## config.mk

```make
export PLATFORM = sky130hd
export DESIGN_NAME = seq_shift_unit
export DESIGN_NICKNAME = d
export VERILOG_FILES = /design/src/rtl/seq_shift_unit_pkg.sv /design/src/rtl/seq_shift_unit_shift_one_step.sv /design/src/rtl/seq_shift_unit.sv
export SDC_FILE = /design/constraint.sdc
export NUM_CORES = 1
export LEC_CHECK = 0
export BUFFER_PORTS_ARGS = -buffer_cell sky130_fd_sc_hd__buf_2
export CAP_MARGIN = 25
export CORE_ASPECT_RATIO = 0.7
export CORE_UTILIZATION = 61
export CTS_BUF_LIST = sky130_fd_sc_hd__clkbuf_2
export CTS_CLUSTER_SIZE = 30
export DETAILED_ROUTE_END_ITERATION = 10
export MAX_ROUTING_LAYER = met4
export PLACE_DENSITY_LB_ADDON = 0.08
export SLEW_MARGIN = 15
export SYNTH_ARGS = -nofsm -noshare
export SYNTH_HDL_FRONTEND = slang
export SYNTH_HIERARCHICAL = 1
export SYNTH_SLANG_ARGS = --single-unit
```

## constraint.sdc

```tcl
create_clock -name clock -period 4 [get_ports clock]
set_input_delay 0.4 -clock clock [delete_from_list [all_inputs] [get_ports clock]]
set_output_delay 0.4 -clock clock [all_outputs]
set_load 0.005 [all_outputs]
```

## src/rtl/seq_shift_unit_pkg.sv

```systemverilog
// Shared definitions for the sequential shift unit: state and op encodings
// plus default widths.
package seq_shift_unit_pkg;

   localparam int DATA_W_DEF  = 32;
   localparam int SHAMT_W_DEF = 5;

   localparam logic OP_SLL = 1'b0;
   localparam logic OP_SRA = 1'b1;

   typedef enum logic [1:0] {
      IDLE  = 2'd0,
      SHIFT = 2'd1,
      DONE  = 2'd2
   } state_t;

endpackage

```

## src/rtl/seq_shift_unit_shift_one_step.sv

```systemverilog
// Combinational single-bit shifter: SLL fills zero at bit 0, SRA replicates
// the sign bit.
module shift_one_step
   import seq_shift_unit_pkg::*;
#(
   parameter int DATA_W = DATA_W_DEF
) (
   input  logic              op,
   input  logic [DATA_W-1:0] value,
   output logic [DATA_W-1:0] result
);

   assign result = (op == OP_SRA) ? {value[DATA_W-1], value[DATA_W-1:1]}
                                  : {value[DATA_W-2:0], 1'b0};

endmodule

```

## src/rtl/seq_shift_unit.sv

```systemverilog
// Multi-cycle shifter: one bit per clock in SHIFT, result presented with a
// single-cycle data_resultRDY pulse in DONE.
module seq_shift_unit
   import seq_shift_unit_pkg::*;
#(
   parameter int DATA_W  = DATA_W_DEF,
   parameter int SHAMT_W = SHAMT_W_DEF
) (
   input  logic               clock,
   input  logic               reset,
   input  logic               ctrl_shift,
   input  logic               op,
   input  logic [DATA_W-1:0]  data_in,
   input  logic [SHAMT_W-1:0] shamt,
   output logic [DATA_W-1:0]  data_out,
   output logic               data_resultRDY,
   output logic               busy
);

   if (DATA_W != (2 ** SHAMT_W)) begin : g_bad_width
      $error("seq_shift_unit: DATA_W must equal 2**SHAMT_W");
   end

   state_t               state_reg, state_next;
   logic [SHAMT_W-1:0]   cnt_reg;
   logic [DATA_W-1:0]    work_reg;
   logic                 op_reg;
   logic [DATA_W-1:0]    data_out_reg;
   logic [DATA_W-1:0]    step_value;
   logic                 load;
   logic                 step_en;
   logic                 last_step;

   shift_one_step #(.DATA_W(DATA_W)) u_step (
      .op     (op_reg),
      .value  (work_reg),
      .result (step_value)
   );

   assign last_step = (cnt_reg == SHAMT_W'(1));

   always_comb begin
      state_next = state_reg;
      load       = 1'b0;
      step_en    = 1'b0;
      case (state_reg)
         IDLE, DONE: begin
            // DONE accepts a new start directly so operations can run back-to-back
            if (ctrl_shift) begin
               load       = 1'b1;
               state_next = (shamt != '0) ? SHIFT : DONE;
            end else begin
               state_next = IDLE;
            end
         end
         SHIFT: begin
            step_en = 1'b1;
            if (last_step) begin
               state_next = DONE;
            end
         end
         default: state_next = IDLE;
      endcase
   end

   always_ff @(posedge clock) begin
      if (reset) begin
         state_reg    <= IDLE;
         cnt_reg      <= '0;
         work_reg     <= '0;
         op_reg       <= OP_SLL;
         data_out_reg <= '0;
      end else begin
         state_reg <= state_next;
         if (load) begin
            work_reg <= data_in;
            op_reg   <= op;
            cnt_reg  <= shamt;
            if (shamt == '0) begin
               data_out_reg <= data_in;
            end
         end else if (step_en) begin
            work_reg <= step_value;
            cnt_reg  <= cnt_reg - SHAMT_W'(1);
            // Output register only changes when a result is produced, so it holds otherwise
            if (last_step) begin
               data_out_reg <= step_value;
            end
         end
      end
   end

   assign data_out       = data_out_reg;
   assign data_resultRDY = (state_reg == DONE);
   assign busy           = (state_reg == SHIFT);

endmodule

```

==> load_flow_metrics.sql <==
INSERT INTO impl_metrics (metric_group, metric, value, unit) VALUES
('drt', 'via_count', '2698', ''),
('worst_setup_path', 'critical_path_peak_fanout', '46', ''),
('timing', 'finalSetupViolations', '0', ''),
('status', 'status', 'completed', ''),
('timing', 'clock-skew-final', '0.0292', 'ns'),
('timing', 'worst-slew-pin-transition', '0.995', 'ns'),
('worst_setup_path', 'rr_worst_depth', '5', ''),
('power_and_ir_drop', 'vdd_ir_drop_max', '0.323', 'mV'),
('global_routing', 'antenna_violations_before_repair', '0', ''),
('finish', 'share_of_layout_cells_above_drive_strength_1', '0.398', ''),
('timing', 'max_clock_freq', '0.413', 'GHz'),
('worst_setup_path', 'worst-endpoint-arrival', '2.86', 'ns'),
('floorplan', 'ios', '75', ''),
('synth', 'cell_area_after_synthesis', '0.00357', 'sq mm'),
('cts', 'cts-hold-fix-buffers', '0', ''),
('worst_setup_path', 'timing.critical_path.to_type', 'flop', ''),
('finish', 'post_route_standard_cell_area_excluding_fillers', '0.00403', 'sq mm'),
('cts', 'clock-root-buffer', 'clkbuf_2', ''),
('cts', 'cts_setup_buffers', '0', ''),
('placement', 'numPortBuffers', '74', ''),
('synth', 'yosys_register_bits', '72', ''),
('power_and_ir_drop', 'power-per-cell-area', '413', 'mW/mm^2'),
('run', 'max_cap_violations', '0', ''),
('floorplan', 'placementRows', '22', ''),
('finish', 'final_nets', '445', ''),
('synth', 'synth_seq_area_share', '0.404', ''),
('cts', 'cts-buffers-inserted', '9', ''),
('synth', 'syn_avg_cell_area', '10.5', 'sq um'),
('timing', 'timing.slew.headroom', '0.337', ''),
('drt', 'drc', '0', ''),
('cts', 'insertion_delay', '0.51', 'ns'),
('timing', 'timing.final.ws_setup', '1.58', 'ns'),
('timing', 'final_period_minus_worst_setup_slack', '2.42', 'ns'),
('worst_setup_path', 'path_cells', 'nor4b_2 -> a22o_2 -> buf_4 -> nor2_1 -> a211oi_1', ''),
('placement', 'place_area', '0.00386', 'sq mm'),
('cts', 'register_clock_pin_slew_on_the_reported_worst_setup_and_hold_paths', '0.20', 'ns'),
('placement', 'post-place-ws', '1.48', 'ns'),
('global_routing', 'grt_pass1_vias', '2508', ''),
('global_routing', 'grt_pass1_wl', '11.8', 'mm'),
('timing', 'hold_viol_final', '0', ''),
('floorplan', 'die-area', '0.00617', 'sq mm'),
('cts', 'cts.htree.levels', '3', ''),
('placement', 'place_congestion', '0.796', ''),
('synth', 'synth_nets', '383', ''),
('drt', 'initialDrtViolationCount', '96', ''),
('drt', 'first_pass_iters', '4', ''),
('timing', 'timing.final.max_slew_violations', '0', ''),
('floorplan', 'initial_utilization', '0.658', ''),
('cts', 'cts.sinks', '72', ''),
('timing', 'grt_setup_unrepaired', 'false', ''),
('global_routing', 'gr-usage-all-layers', '0.261', ''),
('timing', 'final_min_period_over_clock_period', '0.605', ''),
('synth', 'post_synth_cell_types', '31', ''),
('drt', 'final_antenna_net_count', '0', ''),
('finish', 'mostFrequentLayoutCells', 'buf_2 (74), dfxtp_1 (71), nor2_1 (65), a211oi_1 (45), mux2i_1 (32)', ''),
('global_routing', 'total_overflow_reported_by_the_global_router', '0', ''),
('drt', 'post_drt_via_cell_ratio', '5.63', ''),
('power_and_ir_drop', 'power.leakage', '1.77', 'nW'),
('worst_setup_path', 'critical_path_class', 'reg -> reg', ''),
('cts', 'cts_resized', '0', ''),
('finish', 'fillerInstances', '434', ''),
('finish', 'syn_to_final_growth', '12.9', '%'),
('floorplan', 'dieHeight', '66', 'um'),
('finish', 'layout_commonest_cell', 'buf_2', ''),
('timing', 'final.setup.tns', '0', 'ns'),
('worst_setup_path', 'cpPeakStageDelay', '0.86', 'ns'),
('worst_setup_path', 'crit_slowest_cell', 'a22o_2', ''),
('placement', 'hpwlAfterDp', '4.83', 'mm'),
('worst_hold_path', 'worst_hold_path.num_cells', '3', ''),
('floorplan', 'design.core.area', '0.00542', 'sq mm'),
('global_routing', 'maximum_number_of_pins_on_one_net_before_global_route_repair', '65', ''),
('cts', 'ctsLongestPathBuffers', '2', ''),
('power_and_ir_drop', 'p_total', '1.66', 'mW'),
('worst_setup_path', 'critPathRequiredTime', '4.43', 'ns'),
('synth', 'ys.warnings.count', '6', ''),
('finish', 'number_of_diodes_added_for_antenna_fixing', '0', ''),
('drt', 'routed_wl', '7.35', 'mm'),
('drt', 'wl_per_cell', '15.3', 'um'),
('worst_hold_path', 'worst_hold_path_type', 'in -> reg', ''),
('floorplan', 'die_w', '93.4', 'um'),
('worst_setup_path', 'critical_path.startpoint_type', 'flop', ''),
('synth', 'synth_cells', '340', ''),
('cts', 'tritoncts', 'done', '');
[layout make-up]
class | instances | area (sq um) | area share
Sequential cell | 72 | 1440 | 0.358
Inverter | 5 | 18.8 | 0.00466
Clock inverter | 7 | 86.3 | 0.0214
Clock buffer | 9 | 45.0 | 0.0112
Tap cell | 72 | 90.1 | 0.0224
Multi-Input combinational cell | 233 | 1890 | 0.468
Timing Repair Buffer | 81 | 460 | 0.114
[worst paths after layout]
| kind | from | end | slack, ns |
|---|---|---|---|
| hold reg to reg | data_out[27] | data_out[27] | 0.51 |
| setup / recovery | state_reg[0] | data_out[24] | 1.58 |
| hold / removal | op | op_reg | 0.11 |
| setup reg to reg | state_reg[0] | data_out[24] | 1.58 |
[critical path: cells and delay by family (launching register included)]
kind / cells / cell delay [ns]
AOI/OAI and AO/OA: 2 / 1.11
buffers and inverters: 1 / 0.36
and+or+nand+nor: 2 / 0.41
DFF: 1 / 0.46
[layer usage]
| metal | part of all wire | track usage | wire [um] |
|---|---|---|---|
| met5 | 0 | - | 0 |
| met1 | 0.48 | 0.329 | 3550 |
| met3 | 0.052 | 0.0770 | 381 |
| met4 | 0.010 | 0.0635 | 74 |
| met2 | 0.46 | 0.416 | 3350 |
[power breakdown]
group	switching, mW	internal (mW)
Sequential	0.0557	0.782
Clock	0.253	0.201
Combinational	0.186	0.185
[synth_stat cells]
cell	count	area, sq um
a211oi_1	45	338
a211oi_2	20	250
a21oi_1	5	25.0
a221oi_1	2	17.5
a22o_2	1	10.0
a32oi_1	2	17.5
and2_1	1	6.26
buf_1	2	7.51
buf_12	3	60.1
buf_2	6	30.0
buf_4	4	30.0
buf_6	6	67.6
clkbuf_1	9	33.8
dfxtp_1	72	1440
ha_1	2	25.0
inv_1	5	18.8
mux2_2	2	22.5
mux2_4	29	435
mux2i_1	32	320
nand2_1	4	15.0
nand2b_1	2	12.5
nand3_1	1	5.00
nor2_1	65	244
nor2_2	10	62.6
nor2b_1	4	25.0
nor3_1	1	5.00
nor4_1	1	6.26
nor4b_1	1	8.76
nor4b_2	1	15.0
o21ai_0	1	5.00
xnor2_1	1	8.76
[logic make-up after synthesis]
logic type / Yosys count / share of synthesized area
AO/OA/AOI/OAI: 76 / 0.186
multiplexers: 63 / 0.218
AND/OR/NAND/NOR: 91 / 0.114
XOR/XNOR: 1 / 0.00245
adder cells (fa/ha/maj): 2 / 0.00701
buffers and inverters: 35 / 0.0694
flip-flops: 72 / 0.404
[stage by stage]
stage                     instances  utilization  hold WS (ns)
after floorplan                 340            -         0.449
after global placement          460        0.708         0.480
after detailed placement        461        0.711         0.493
after CTS                       477        0.736        0.0799
after global routing            479        0.743        0.0401
final                           479        0.743         0.111
(Power assumes the default switching activity.)
